==> config.mk <==
export PLATFORM = sky130hd
export DESIGN_NAME = keypad_scan_debounce_flat
export DESIGN_NICKNAME = d
export VERILOG_FILES = /design/src/rtl/keypad_scan_debounce_pkg.sv /design/src/rtl/keypad_scan_debounce_if.sv /design/src/rtl/keypad_scan_debounce_sync2_bus.sv /design/src/rtl/keypad_scan_debounce.sv /design/src/flat_wrapper.sv
export SDC_FILE = /design/constraint.sdc
export NUM_CORES = 1
export LEC_CHECK = 0
export CAP_MARGIN = 5
export CORE_ASPECT_RATIO = 0.9
export CORE_MARGIN = 2
export CORE_UTILIZATION = 35
export DETAILED_ROUTE_END_ITERATION = 10
export PLACE_DENSITY_LB_ADDON = 0.05
export RECOVER_POWER = 100
export SYNTH_ARGS = -nofsm -noshare
export SYNTH_HDL_FRONTEND = slang
export SYNTH_SLANG_ARGS = --single-unit
==> constraint.sdc <==
create_clock -name clock -period 2.75 [get_ports clock]
set_input_delay 0.55 -clock clock [delete_from_list [all_inputs] [get_ports clock]]
set_output_delay 0.55 -clock clock [all_outputs]
set_load 0.1 [all_outputs]
==> src/rtl/keypad_scan_debounce_pkg.sv <==
// -----------------------------------------------------------------------------
// keypad_scan_debounce_pkg
//
// Purpose:
//   Shared types, constants and small helpers for the keypad scanner.
//   This package has no ports. It holds:
//     - the scanner state enum
//     - the idle row and column patterns
//     - the named key codes that the plate and dot-matrix logic compare
//       against `control`
//     - pure helper functions for row rotation and row/column decoding
// -----------------------------------------------------------------------------
package keypad_scan_debounce_pkg;

    // Scanner states. The encoding is not visible outside the block.
    typedef enum logic [1:0] {
        SCAN     = 2'd0,
        DEBOUNCE = 2'd1,
        PRESSED  = 2'd2
    } state_t;

    // Row 0 is driven low first after reset.
    localparam logic [3:0] ROW_INIT = 4'b1110;

    // All columns are pulled up, so no key shows as all ones.
    localparam logic [3:0] COL_IDLE = 4'b1111;

    // Key codes are row_index*4 + col_index. Code 0 is a real key.
    localparam logic [3:0] KEY_PAUSE = 4'd0;
    localparam logic [3:0] KEY_UP    = 4'd1;
    localparam logic [3:0] KEY_LEFT  = 4'd4;
    localparam logic [3:0] KEY_START = 4'd5;
    localparam logic [3:0] KEY_RIGHT = 4'd6;
    localparam logic [3:0] KEY_DOWN  = 4'd9;

    // Move the single low bit of the row drive to the next row:
    // 1110 -> 1101 -> 1011 -> 0111 -> 1110.
    function automatic logic [3:0] next_row(input logic [3:0] row);
        return {row[2:0], row[3]};
    endfunction

    // Index of the row currently driven low.
    function automatic logic [1:0] row_index(input logic [3:0] row);
        logic [1:0] idx;
        idx = 2'd0;
        case (row)
            4'b1110: idx = 2'd0;
            4'b1101: idx = 2'd1;
            4'b1011: idx = 2'd2;
            4'b0111: idx = 2'd3;
            default: idx = 2'd0;
        endcase
        return idx;
    endfunction

    // Lowest-numbered low column wins when several keys in one row are down.
    // Only called when at least one column bit is low.
    function automatic logic [1:0] first_low_col(input logic [3:0] col);
        logic [1:0] idx;
        if (!col[0])      idx = 2'd0;
        else if (!col[1]) idx = 2'd1;
        else if (!col[2]) idx = 2'd2;
        else              idx = 2'd3;
        return idx;
    endfunction

endpackage

==> src/rtl/keypad_scan_debounce_if.sv <==
// -----------------------------------------------------------------------------
// keypad_scan_debounce_if
//
// Purpose:
//   Groups the keypad pins and the debounced key outputs of the scanner.
//
// Signals:
//   keyPad_col  [3:0]  column returns from the keypad; active-low, pulled up
//   keyPad_row  [3:0]  row drive; one-hot-low
//   control     [3:0]  last confirmed key code
//   key_valid          single-cycle pulse on each confirmed press
//   key_held           high from press confirmation until release confirmation
//
// Modports:
//   master  the scanner: reads the columns, drives the rows and key outputs
//   slave   the keypad and the key consumers on the other side
// -----------------------------------------------------------------------------
interface keypad_scan_debounce_if;

    logic [3:0] keyPad_col;
    logic [3:0] keyPad_row;
    logic [3:0] control;
    logic       key_valid;
    logic       key_held;

    modport master (
        input  keyPad_col,
        output keyPad_row,
        output control,
        output key_valid,
        output key_held
    );

    modport slave (
        output keyPad_col,
        input  keyPad_row,
        input  control,
        input  key_valid,
        input  key_held
    );

endinterface

==> src/rtl/keypad_scan_debounce_sync2_bus.sv <==
// -----------------------------------------------------------------------------
// sync2_bus
//
// Purpose:
//   Two-flop synchroniser for a bus of independent asynchronous levels.
//   Both stages reset to all ones, which is the idle level of the keypad
//   columns, so no key appears to be pressed while reset is released.
//
// Ports:
//   clock          block clock
//   reset          asynchronous, active-low reset
//   d  [WIDTH-1:0] asynchronous input levels
//   q  [WIDTH-1:0] synchronised levels, two clocks behind d
// -----------------------------------------------------------------------------
module sync2_bus #(
    parameter int WIDTH = 4
) (
    input  logic             clock,
    input  logic             reset,
    input  logic [WIDTH-1:0] d,
    output logic [WIDTH-1:0] q
);

    logic [WIDTH-1:0] meta;

    // NOTE: clocked state uses non-blocking assignments so that both stages
    // sample their pre-edge values and the chain really is two flops deep.
    always_ff @(posedge clock or negedge reset) begin
        if (!reset) begin
            meta <= '1;
            q    <= '1;
        end else begin
            meta <= d;
            q    <= meta;
        end
    end

endmodule

==> src/rtl/keypad_scan_debounce.sv <==
// -----------------------------------------------------------------------------
// keypad_scan_debounce
//
// Purpose:
//   Scans a 4x4 keypad one row at a time. It synchronises and debounces the
//   column returns and reports one key code per physical press. The block
//   runs on the divided 10 kHz tick clock.
//
// Parameters:
//   SCAN_DIV        clock cycles per row slot. Must be at least 3, so that a
//                   column change caused by a new row drive has crossed the
//                   synchroniser before the slot-end sample.
//   DEBOUNCE_SCANS  number of consecutive matching slot samples needed to
//                   confirm a press, and again to confirm a release.
//
// Ports:
//   clock   block clock
//   reset   asynchronous, active-low reset
//   bus     keypad_scan_debounce_if.master. It carries:
//             - keyPad_col in
//             - keyPad_row, control, key_valid and key_held out
//
// Operation:
//   - The columns are sampled once per slot, at the last cycle of the slot.
//   - While scanning, the row drive rotates at every slot end that sees no
//     key.
//   - When a key is seen, the row freezes and that one key is debounced.
//     All other keys are ignored until the press has been rejected or the
//     release has been confirmed.
// -----------------------------------------------------------------------------
module keypad_scan_debounce
    import keypad_scan_debounce_pkg::*;
#(
    parameter int SCAN_DIV       = 4,
    parameter int DEBOUNCE_SCANS = 20
) (
    input  logic                   clock,
    input  logic                   reset,
    keypad_scan_debounce_if.master bus
);

    localparam int SW = $clog2(SCAN_DIV);
    localparam int CW = $clog2(DEBOUNCE_SCANS + 1);

    localparam logic [SW-1:0] SLOT_LAST = SW'(SCAN_DIV - 1);
    localparam logic [CW-1:0] DB_TARGET = CW'(DEBOUNCE_SCANS);

    // Registered state and the next-state values computed for it.
    state_t        state_q,   state_d;
    logic [3:0]    row_q,     row_d;
    logic [SW-1:0] slot_q,    slot_d;
    logic [CW-1:0] match_q,   match_d;
    logic [CW-1:0] rel_q,     rel_d;
    logic [3:0]    code_q,    code_d;     // key under debounce: {row, col}
    logic [3:0]    control_q, control_d;
    logic          valid_q,   valid_d;
    logic          held_q,    held_d;

    logic [3:0]    col_s;
    logic          slot_end;
    logic          key_up;                // tracked column reads high

    // Counters stop at the target so that they can never wrap.
    function automatic logic [CW-1:0] sat_inc(input logic [CW-1:0] v);
        return (v == DB_TARGET) ? v : v + 1'b1;
    endfunction

    sync2_bus #(
        .WIDTH (4)
    ) u_col_sync (
        .clock (clock),
        .reset (reset),
        .d     (bus.keyPad_col),
        .q     (col_s)
    );

    assign slot_end = (slot_q == SLOT_LAST);
    assign key_up   = col_s[code_q[1:0]];

    always_ff @(posedge clock or negedge reset) begin
        if (!reset) begin
            state_q   <= SCAN;
            row_q     <= ROW_INIT;
            slot_q    <= '0;
            match_q   <= '0;
            rel_q     <= '0;
            code_q    <= '0;
            control_q <= '0;
            valid_q   <= 1'b0;
            held_q    <= 1'b0;
        end else begin
            state_q   <= state_d;
            row_q     <= row_d;
            slot_q    <= slot_d;
            match_q   <= match_d;
            rel_q     <= rel_d;
            code_q    <= code_d;
            control_q <= control_d;
            valid_q   <= valid_d;
            held_q    <= held_d;
        end
    end

    always_comb begin
        // NOTE: every value is given a default before any branch. Paths that
        // do not assign a value then keep it (or clear it) instead of
        // inferring a latch.
        state_d   = state_q;
        row_d     = row_q;
        slot_d    = slot_end ? '0 : slot_q + 1'b1;
        match_d   = match_q;
        rel_d     = rel_q;
        code_d    = code_q;
        control_d = control_q;
        valid_d   = 1'b0;                 // key_valid is only ever one cycle
        held_d    = held_q;

        if (slot_end) begin
            case (state_q)
                SCAN: begin
                    if (col_s == COL_IDLE) begin
                        row_d = next_row(row_q);
                    end else begin
                        // Row stays frozen on the key that was found.
                        code_d  = {row_index(row_q), first_low_col(col_s)};
                        match_d = CW'(1);
                        state_d = DEBOUNCE;
                    end
                end

                DEBOUNCE: begin
                    if (!key_up) begin
                        match_d = sat_inc(match_q);
                        if (match_d == DB_TARGET) begin
                            control_d = code_q;
                            valid_d   = 1'b1;
                            held_d    = 1'b1;
                            rel_d     = '0;
                            state_d   = PRESSED;
                        end
                    end else begin
                        // Bounce: drop the candidate and move on to the next
                        // row. control keeps its old value.
                        match_d = '0;
                        row_d   = next_row(row_q);
                        state_d = SCAN;
                    end
                end

                PRESSED: begin
                    // A single low sample restarts the release count. This
                    // is what rejects release chatter.
                    rel_d = key_up ? sat_inc(rel_q) : '0;
                    if (rel_d == DB_TARGET) begin
                        held_d  = 1'b0;
                        rel_d   = '0;
                        match_d = '0;
                        row_d   = next_row(row_q);
                        state_d = SCAN;
                    end
                end

                default: begin
                    state_d = SCAN;
                    row_d   = ROW_INIT;
                end
            endcase
        end
    end

    assign bus.keyPad_row = row_q;
    assign bus.control    = control_q;
    assign bus.key_valid  = valid_q;
    assign bus.key_held   = held_q;

endmodule

==> src/flat_wrapper.sv <==
// flat-port wrapper written by rule: the top's interface ports become plain ports
module keypad_scan_debounce_flat import keypad_scan_debounce_pkg::*;
#(
    parameter int SCAN_DIV       = 4,
    parameter int DEBOUNCE_SCANS = 20
)
  (clock, reset, bus_keyPad_col, bus_keyPad_row, bus_control, bus_key_valid, bus_key_held);
  keypad_scan_debounce_if bus_i ();
  input  logic clock;
  input  logic reset;
  input wire logic [$bits(bus_i.keyPad_col)-1:0] bus_keyPad_col;
  output wire logic [$bits(bus_i.keyPad_row)-1:0] bus_keyPad_row;
  output wire logic [$bits(bus_i.control)-1:0] bus_control;
  output wire logic [$bits(bus_i.key_valid)-1:0] bus_key_valid;
  output wire logic [$bits(bus_i.key_held)-1:0] bus_key_held;
  assign bus_i.keyPad_col = bus_keyPad_col;
  assign bus_keyPad_row = bus_i.keyPad_row;
  assign bus_control = bus_i.control;
  assign bus_key_valid = bus_i.key_valid;
  assign bus_key_held = bus_i.key_held;
  keypad_scan_debounce #(.SCAN_DIV(SCAN_DIV), .DEBOUNCE_SCANS(DEBOUNCE_SCANS)) u_core (.clock(clock), .reset(reset), .bus(bus_i));
endmodule
==> impl_metrics.tcl <==
set metrics [dict create \
    dieArea_sq_um 6030 \
    ys_warn_count 0 \
    switching_share_of_power 0.281 \
    maxCapViolations 0 \
    cts_setup_buffers 0 \
    critical_path_required_ns 2.92 \
    cell_internal_pwr_w 0.000937 \
    total_leakage_power_nw 0.930 \
    htreeDepth 2 \
    drt-vias-per-instance 5.08 \
    setup_clock_skew_after_layout_ns 0.00317 \
    netlist-cell-type-count 47 \
    fin_cells 260 \
    vias_in_the_first_global_route 1277 \
    min_delay_startpoint "u_core.u_col_sync.meta[3]" \
    post_route_cells_drive_above_1_share 0.197 \
    synth.avg_cell_area_sq_um 11.0 \
    total_cell_area_at_the_placement_stage_sq_um 2100 \
    globalRouteTotalUtil 0.136 \
    design.final.nets 207 \
    clock_latency_of_the_later_clocked_register_in_the_worst_skew_pair_ns 0.29 \
    synth_async_sr_flop_share 1.00 \
    first_pass_iters 4 \
    fp.dieH_um 73.9 \
    synth_enable_flop_cells 0 \
    crit_path_cell_trace "inv_1 -> ha_1 -> nand4b_1 -> mux2i_1 -> o41ai_4 -> buf_4 -> nand3_1 -> mux2_1" \
    power.density_nw_per_um2 604 \
    worst_path_maximum_fanout 8 \
    crit_path_max_incr_delay_ns 0.44 \
    detailedRoute.firstIterationViolations 105 \
    count_of_inserted_antenna_diode_cells 0 \
    netlist.top_cell.by_area "sky130_fd_sc_hd__dfrtp_1" \
    rsz0062_at_grt "no" \
    slew_headroom 0.220 \
    critical_path.startpoint "u_core.rel_q[0]" \
    cts_root_buffer "sky130_fd_sc_hd__clkbuf_8" \
    cts_made_buffers 5 \
    placementRows 25 \
    min-delay-path-class "flip-flop to flip-flop" \
    path_clk_slew_ns 0.07 \
    numClockSinks 36 \
    max-clock-path-buffers 2 \
    dpl.hpwl_um 2620 \
    vdd_ir_drop_max_mv 0.421 \
    r2r-start "u_core.rel_q[0]" \
    coreArea_sq_um 5260 \
    pwr-share-clk 0.350 \
    grt_util_met1 0.183 \
    area_delta_synth_final_pct 13.6 \
    number_of_antenna_violations_at_the_first_check_in_global_routing 0 \
    register_area_sq_um 915 \
    dieWidth_um 81.7 \
    grt_first_pass_wirelength_um 6130 \
    cp-end-kind "flip-flop" \
    max_slew.worst_pin.slew_ns 1.18 \
    initial_utilization 0.361 \
    net-switching-power_w 0.000367 \
    multi_input_comb_area_sq_um 896 \
    cts-resized-gates 0 \
    synth.net_count 188 \
    gp_routability_congestion 0.806 \
    use_met2 0.205 \
    fin_worst_hold_slack_ns 0.357 \
    routed-via-count 1321 \
    place.detailed.instances 252 \
    worst_path_max_delay_cell "sky130_fd_sc_hd__dfrtp_1" \
    sequential_cell_area_fraction_in_the_yosys_report 0.482 \
    postSynthRegisterBits 36 \
    status "finished clean" \
    fin_crit_sh 0.875 \
    startpoint_type "flip-flop" \
    period_needed_ns 2.41 \
    grt_overflow_total 0 \
    postSynth.topFlopCell "sky130_fd_sc_hd__dfrtp_1" \
    fill_cells 535 \
    power.share.combinational 0.183 \
    maxClockFrequency_mhz 415 \
    fin_area_sq_um 2160 \
    busiest_layer "met2" \
    detail_route.wl_per_cell_um 13.6 \
    tns_ns 0 \
    post_synth_main_area_contributors "sky130_fd_sc_hd__dfrtp_1 33%, sky130_fd_sc_hd__dfstp_2 15%, sky130_fd_sc_hd__ha_1 5.9%, sky130_fd_sc_hd__mux2i_1 3.7%, sky130_fd_sc_hd__mux2_2 3.6%" \
    criticalPathCategory "flip-flop to flip-flop" \
    ant_nets 0 \
    grt_start_max_net_pins 37 \
    power.sequential.fraction 0.467 \
    postCtsHoldBufs 0 \
    io_buffer_count 15 \
    setup-violations-final 0 \
    totalWireLength_um 3530 \
    worst_ep_arrival_time_ns 2.58 \
    top_level_ports 16 \
    synth.top_cell.area_share 0.329 \
    netlist_instances 173 \
    post-route-drc-count 0 \
    hold_viol 0 \
    tritoncts_clock_tree "done" \
    globalRouteMet3Util 0.0344 \
    drv_slew 0 \
    post_synth_instance_area_sq_um 1900 \
]
sequential cells by signal, indices dropped and copies added, names as in the netlist:
register and flops:
u_core.u_col_sync.q 4, u_core.state_q 2, u_core.rel_q 5, u_core.bus.key_valid 1
u_core.bus.key_held 1, u_core.code_q 4, u_core.bus.keyPad_row 4, u_core.bus.control 4
u_core.slot_q 2, u_core.match_q 5, u_core.u_col_sync.meta 4
critical path: cells and delay by family, from the launching register on:
kind | cells | cell delay [ns]
multiplexers | 2 | 0.59
flip-flops | 1 | 0.44
AO/OA/AOI/OAI | 1 | 0.41
AND/OR/NAND/NOR | 2 | 0.37
buffers and inverters | 2 | 0.30
adder cells (fa/ha/maj) | 1 | 0.18
final timing paths:
kind | end | slack (ns) | cells after the start
max | u_core.match_q[3] | 0.34 | 8
min | u_core.u_col_sync.q[3] | 0.36 | 0
max reg2reg | u_core.match_q[3] | 0.34 | 8
min reg2reg | u_core.u_col_sync.q[3] | 0.36 | 0
max in group asynchronous | u_core.rel_q[2] | 1.31 | 2
min in group asynchronous | u_core.bus.control[0] | 0.90 | 2
cells in the mapped netlist (2+ instances only):
master,count
sky130_fd_sc_hd__ha_1,9
sky130_fd_sc_hd__nor3_1,5
sky130_fd_sc_hd__a21oi_1,4
sky130_fd_sc_hd__o21ai_0,9
sky130_fd_sc_hd__nand2_1,13
sky130_fd_sc_hd__a31oi_1,4
sky130_fd_sc_hd__a31o_2,2
sky130_fd_sc_hd__inv_1,14
sky130_fd_sc_hd__xor2_1,3
sky130_fd_sc_hd__dfrtp_1,25
sky130_fd_sc_hd__mux2i_1,7
sky130_fd_sc_hd__a41oi_1,3
sky130_fd_sc_hd__nor2b_1,2
sky130_fd_sc_hd__mux2_4,2
sky130_fd_sc_hd__dfstp_2,11
sky130_fd_sc_hd__xnor2_1,2
sky130_fd_sc_hd__clkbuf_1,3
sky130_fd_sc_hd__nand4b_1,2
sky130_fd_sc_hd__nand3_1,9
sky130_fd_sc_hd__nor2_1,12
sky130_fd_sc_hd__mux2_2,6
final cells by class:
type / instances / area share
flip-flops and latches: 36 / 0.424
inverters: 14 / 0.0243
well taps: 67 / 0.0388
multi-input cells: 118 / 0.415
clock inverters: 3 / 0.0197
clock buffers: 5 / 0.0319
repair buffers: 17 / 0.0464
layout by cell type (no fill, tap or decap), types with 3 or more instances in the layout:
master,count
sky130_fd_sc_hd__clkbuf_1,10
sky130_fd_sc_hd__nor2_1,12
sky130_fd_sc_hd__mux2_2,6
sky130_fd_sc_hd__nand2_1,13
sky130_fd_sc_hd__a31oi_1,4
sky130_fd_sc_hd__nor3_1,5
sky130_fd_sc_hd__a21oi_1,4
sky130_fd_sc_hd__mux2i_1,7
sky130_fd_sc_hd__inv_1,14
sky130_fd_sc_hd__ha_1,9
sky130_fd_sc_hd__o21ai_0,9
sky130_fd_sc_hd__clkbuf_8,5
sky130_fd_sc_hd__nand3_1,10
sky130_fd_sc_hd__dfstp_2,11
sky130_fd_sc_hd__dfrtp_1,25
sky130_fd_sc_hd__a41oi_1,3
sky130_fd_sc_hd__xor2_1,3
sky130_fd_sc_hd__dlygate4sd3_1,5
logic make-up (layout without fill, tap and decap cells):
kind of cell	Yosys count	in the layout	share of synthesized area
muxes	17	17	0.106
buffers and inverters	19	39	0.0422
and+or+nand+nor	54	54	0.150
adders and majority gates	9	9	0.0593
xor gates and xnor gates	5	5	0.0231
DFF	36	36	0.482
AOI/OAI and AO/OA	33	33	0.138
through the flow:
step	power, W	util	setup WS (ns)
after detailed placement	0.000859	0.399	0.362
after global placement	0.000862	0.399	0.441
after CTS	0.00133	0.420	0.342
final	0.00130	0.411	0.343
after floorplan	0.000791	-	0.409
after global routing	0.00139	0.411	0.151
per-layer routing:
| metal | up-vias | share of wire |
|---|---|---|
| met5 | - | 0 |
| met4 | 0 | 0.024 |
| met3 | 8 | 0.050 |
| met2 | 33 | 0.47 |
| met1 | 630 | 0.46 |
| li1 | 650 | - |
power groups by stage:
stage	combinational (W)	clock (W)	sequential (W)
CTS	0.000241	0.000475	0.000610
global placement	0.000244	0	0.000618
floorplan	0.000183	0	0.000608
finish	0.000239	0.000456	0.000609
detailed placement	0.000240	0	0.000619
global route	0.000266	0.000511	0.000616
Note: power is estimated with default switching activity, not from simulation.
